<file path="config.mk">
export PLATFORM = sky130hd
export DESIGN_NAME = mem_port_arbiter
export DESIGN_NICKNAME = d
export VERILOG_FILES = /design/src/rtl/mem_port_arbiter.sv
export SDC_FILE = /design/constraint.sdc
export NUM_CORES = 1
export LEC_CHECK = 0
export ABC_AREA = 1
export ABC_CLOCK_PERIOD_IN_PS = 1350
export BUFFER_PORTS_ARGS = -buffer_cell sky130_fd_sc_hd__buf_2
export CORE_AREA = 4 4 132 134
export CTS_CLUSTER_SIZE = 20
export DETAILED_ROUTE_END_ITERATION = 8
export DIE_AREA = 0 0 136 138
export HOLD_SLACK_MARGIN = 0.05
export PLACE_DENSITY = 0.49
export SLEW_MARGIN = 20
export SYNTH_ARGS = -nofsm -noshare
export SYNTH_HDL_FRONTEND = slang
export SYNTH_SLANG_ARGS = --single-unit
</file>
<file path="constraint.sdc">
create_clock -name clk -period 1.35 [get_ports clk]
set_input_delay 0.2025 -clock clk [delete_from_list [all_inputs] [get_ports clk]]
set_output_delay 0.2025 -clock clk [all_outputs]
set_load 0.02 [all_outputs]
</file>
<file path="src/rtl/mem_port_arbiter.sv">
// Arbitrates one single-port RAM (1-cycle read latency) between fetch and data requesters.
// Optional usage counters are built only when ARB_STATS_EN is defined.
module mem_port_arbiter #(
    parameter int RAM_AW     = 8,
    parameter int STARVE_MAX = 4
) (
    input  logic              clk,
    input  logic              resetn,
    input  logic              if_req,
    input  logic [31:0]       if_addr,
    output logic              if_gnt,
    output logic              if_rvalid,
    output logic [31:0]       if_rdata,
    input  logic              dm_req,
    input  logic [3:0]        dm_wen,
    input  logic [31:0]       dm_addr,
    input  logic [31:0]       dm_wdata,
    output logic              dm_gnt,
    output logic              dm_rvalid,
    output logic [31:0]       dm_rdata,
    input  logic              cancel,
    output logic              ram_en,
    output logic [3:0]        ram_wen,
    output logic [RAM_AW-1:0] ram_addr,
    output logic [31:0]       ram_wdata,
    input  logic [31:0]       ram_rdata,
    output logic [31:0]       stat_if_cnt,
    output logic [31:0]       stat_dm_cnt,
    output logic [31:0]       stat_conf_cnt
);

    // Handshake: a requester holds req with stable payload until its gnt is high in a cycle;
    // the access is accepted in that cycle and read data returns with rvalid one cycle later.
    typedef enum logic [1:0] {RSP_NONE, RSP_IF, RSP_DM} rsp_sel_t;

    rsp_sel_t   rsp_sel, rsp_next;
    logic [3:0] starve_cnt, starve_next;
    logic       fetch_pri;
    logic       unused_addr_bits;

    assign unused_addr_bits = ^{if_addr[31:RAM_AW+2], if_addr[1:0],
                                dm_addr[31:RAM_AW+2], dm_addr[1:0]};

    assign fetch_pri = (starve_cnt >= 4'(STARVE_MAX));

    // Grants are forced low while reset is asserted so the RAM sees no access.
    always_comb begin
        dm_gnt = resetn & dm_req & ~(if_req & fetch_pri);
        if_gnt = resetn & if_req & ~dm_gnt;
    end

    always_comb begin
        ram_en    = if_gnt | dm_gnt;
        ram_wen   = 4'b0000;
        ram_addr  = '0;
        ram_wdata = 32'd0;
        if (dm_gnt) begin
            ram_wen   = dm_wen;
            ram_addr  = dm_addr[RAM_AW+1:2];
            ram_wdata = dm_wdata;
        end else if (if_gnt) begin
            ram_addr  = if_addr[RAM_AW+1:2];
        end
    end

    always_comb begin
        rsp_next = RSP_NONE;
        if (if_gnt && !cancel) begin
            rsp_next = RSP_IF;
        end else if (dm_gnt && (dm_wen == 4'b0000)) begin
            rsp_next = RSP_DM;
        end
    end

    always_comb begin
        starve_next = starve_cnt;
        if (!if_req || if_gnt) begin
            starve_next = 4'd0;
        end else if (starve_cnt != 4'd15) begin
            starve_next = starve_cnt + 4'd1;
        end
    end

    always_ff @(posedge clk or negedge resetn) begin
        if (!resetn) begin
            rsp_sel    <= RSP_NONE;
            starve_cnt <= 4'd0;
        end else begin
            rsp_sel    <= rsp_next;
            starve_cnt <= starve_next;
        end
    end

    // A fetch response landing in a flush cycle belongs to the wrong path and is dropped.
    assign if_rvalid = (rsp_sel == RSP_IF) & ~cancel;
    assign dm_rvalid = (rsp_sel == RSP_DM);
    assign if_rdata  = ram_rdata;
    assign dm_rdata  = ram_rdata;

`ifdef ARB_STATS_EN
    logic [31:0] if_cnt, dm_cnt, conf_cnt;

    always_ff @(posedge clk or negedge resetn) begin
        if (!resetn) begin
            if_cnt   <= 32'd0;
            dm_cnt   <= 32'd0;
            conf_cnt <= 32'd0;
        end else begin
            if (if_gnt)            if_cnt   <= if_cnt + 32'd1;
            if (dm_gnt)            dm_cnt   <= dm_cnt + 32'd1;
            if (if_req && dm_req)  conf_cnt <= conf_cnt + 32'd1;
        end
    end

    assign stat_if_cnt   = if_cnt;
    assign stat_dm_cnt   = dm_cnt;
    assign stat_conf_cnt = conf_cnt;

`ifndef SYNTHESIS
    logic        if_wait, dm_wait;
    logic [31:0] if_addr_q, dm_addr_q;
    logic [3:0]  dm_wen_q;

    always_ff @(posedge clk or negedge resetn) begin
        if (!resetn) begin
            if_wait   <= 1'b0;
            dm_wait   <= 1'b0;
            if_addr_q <= 32'd0;
            dm_addr_q <= 32'd0;
            dm_wen_q  <= 4'd0;
        end else begin
            if (if_wait && if_req)
                assert (if_addr == if_addr_q) else $error("fetch address changed while waiting");
            if (dm_wait && dm_req)
                assert (dm_addr == dm_addr_q && dm_wen == dm_wen_q)
                    else $error("data request changed while waiting");
            if_wait   <= if_req & ~if_gnt;
            dm_wait   <= dm_req & ~dm_gnt;
            if_addr_q <= if_addr;
            dm_addr_q <= dm_addr;
            dm_wen_q  <= dm_wen;
        end
    end
`endif
`else
    assign stat_if_cnt   = 32'd0;
    assign stat_dm_cnt   = 32'd0;
    assign stat_conf_cnt = 32'd0;
`endif

endmodule

</file>
==> impl_metrics.yaml <==
timing:
  setup_slack_ns: -0.288
  final.period_utilization_pct: 121
  fin_crit_ns: 1.64
  finalMaxSlewViolations: 0
  hold_violations: 0
  setup_viol: 46
  skew_ns: 0.00329
  holdWs_ns: 0.142
  fmax_mhz: 610
  rsz0062_at_grt: "true"
route:
  drtIter0Drc: 43
  wl_per_cell_um: 9.44
  totalWireLength_um: 5490
  antenna_left: 0
  dr_total_vias: 1561
  drc: 0
  via_per_inst: 2.68
  dr.pass1.iters: 4
place:
  place_congestion: 0.657
  port_buffers: 105
  dpl.hpwl_um: 4290
  place_ws_ns: -0.0857
run:
  drv_cap: 0
floorplan:
  rows: 47
  dieArea_um2: 18800
  die_x_um: 136
  top_level_ports: 346
  initial_core_util_pct: 12.0
  core-area_um2: 16300
  fp.dieH_um: 138
cells_and_area:
  fin_nets: 502
  fillCellCount: 1912
  multi_input_area_um2: 901
  seqCellArea_um2: 150
  diodes: 0
  drive_gt1_share_pct: 43.6
  syn_to_final_growth_pct: 27.6
critical_path:
  crit_path_end_kind: "output port"
  worstPathRequired_ns: 1.15
  worstSetupPathType: "flop to output port"
  slowest_stage: "dfrtp_1"
  cp.arrival_ns: 1.44
  startpoint_type: "flop"
  crit_chain: "o21ai_2 -> nand2_4 -> buf_12 -> nand3_1 -> nand2_1 -> buf_4"
  cp_max_fo: 13
  reg2reg_depth: 7
  worst_path_largest_cell_delay_ns: 0.38
clock_network:
  cts_tree: "done"
  cts_buffer_depth: 2
  clock_sinks: 6
  clk_latency_ns: 0.23
  cts_buffers: 3
  cts.clk_slew.worst_paths_ns: 0.03
  cts_root_buf: "clkbuf_16"
  htree_levels: 1
global_route:
  antenna_found_initial: 0
  grt_pass1_vias: 1435
  grt_pass1_wl_um: 7220
  grt_max_degree: 14
  track_usage_pct: 4.90
  grt_overflow: 0
pwr:
  powerDensity_nw_per_um2: 588
  cellLeakagePower_uw: 0.00148
  ir_drop_uv: 297
status:
  violations: "setup timing"
  status: "finished, violations left"
synth:
  synth_cell_types: 15
  synth_warnings: 0
  synthCells: 309
  ys_seq_area_share_pct: 7.70
  syn_area_per_cell_um2: 6.31
  ys_seq_elements: 6
  synthesis.area_um2: 1950
min_path:
  hold_path_depth: 2
  worstHoldPathType: "input port to flop"
==> registers in the layout (all words and copies together), names as in the netlist <==
register    count
starve_cnt      4
rsp_sel         2
==> final timing paths <==
path,end,slack (ns),start
max,ram_addr[1],-0.29,starve_cnt[2]
min reg2reg,starve_cnt[1],0.64,starve_cnt[1]
min,rsp_sel[0],0.14,cancel
max in group asynchronous,rsp_sel[0],0.65,resetn
min in group asynchronous,starve_cnt[3],0.48,resetn
max reg2reg,starve_cnt[2],0.03,starve_cnt[2]
==> what timing repair did <==
item | 4_1_cts | 5_1_grt
hold buffers | 1 | 0
pin swaps | 2 | 6
endpoints found under the hold margin | 6 | 0
gates resized for setup | 54 | 59
gates cloned | 1 | 1
setup buffers | 0 | 2
endpoints found under the setup margin | 51 | 51
==> cell type report <==
class	instances	area share, %
well taps	220	11.1
multi-input cells	187	36.2
repair buffers	120	36.6
flip-flops and latches	6	6.03
inverters	46	7.14
clock buffers	3	3.02
==> per-stage QoR <==
step	total power (µW)	cell area [µm²]	cells	setup TNS (ns)	utilization (%)
4_1_cts	1400	2260	580	-11.44	13.9
5_1_grt	1560	2490	582	-13.74	15.3
2_1_floorplan	1130	2320	404	-2.19	-
3_5_place_dp	850	2000	575	-1.19	12.3
6_report	1460	2490	582	-9.64	15.3
3_3_place_gp	851	2000	575	-1.03	12.3
==> layer usage <==
metal | part of all wire [%] | GRT usage [%] | vias up
met5 | 0 | 0 | -
met4 | 5.9 | 3.45 | 0
met3 | 13 | 1.42 | 31
met2 | 47 | 8.03 | 125
met1 | 34 | 5.37 | 655
li1 | - | - | 750
==> worst max-delay path: cells and delay by family (launching register included) <==
kind / cells / cell delay (ns)
simple gates: 3 / 0.30
flops: 1 / 0.38
compound gates: 1 / 0.18
buf+inv: 2 / 0.33
==> layout by cell type (no fill, tap or decap), types with 4 or more instances in the layout <==
cell type / synthesis / layout
buf_12: 0 / 4
buf_2: 0 / 62
buf_4: 164 / 27
buf_6: 1 / 25
clkbuf_16: 0 / 4
conb_1: 1 / 96
dfrtp_1: 6 / 6
inv_1: 44 / 44
nand2_1: 28 / 13
nand2_2: 1 / 15
nand3_1: 12 / 12
nor2_1: 43 / 26
nor2_4: 0 / 14
==> cells in the mapped netlist, drive strengths merged <==
cell / instances / area [µm²]
buf: 165 / 1240
clkinv: 2 / 7.51
conb: 1 / 3.75
dfrtp: 6 / 150
ha: 1 / 12.5
inv: 44 / 165
nand2: 29 / 111
nand3: 12 / 60.1
nand4: 1 / 6.26
nor2: 43 / 161
nor3: 1 / 10.0
o21ai: 4 / 20.0
==> where the power goes <==
group | leakage, µW | total (µW) | switching (µW) | internal, µW
logic | 0.00136 | 794 | 534 | 260
clock network | 0.0000370 | 475 | 95.6 | 380
registers | 0.0000815 | 195 | 6.07 | 189
==> cells by family after synthesis <==
family / after synthesis / share of synthesized area, %
AO/OA/AOI/OAI: 4 / 1.03
AND/OR/NAND/NOR: 86 / 17.9
buffers and inverters: 211 / 72.5
other: 1 / 0.192
flip-flops: 6 / 7.70
adder cells (fa/ha/maj): 1 / 0.641
Power figures use the tool's default switching activity.
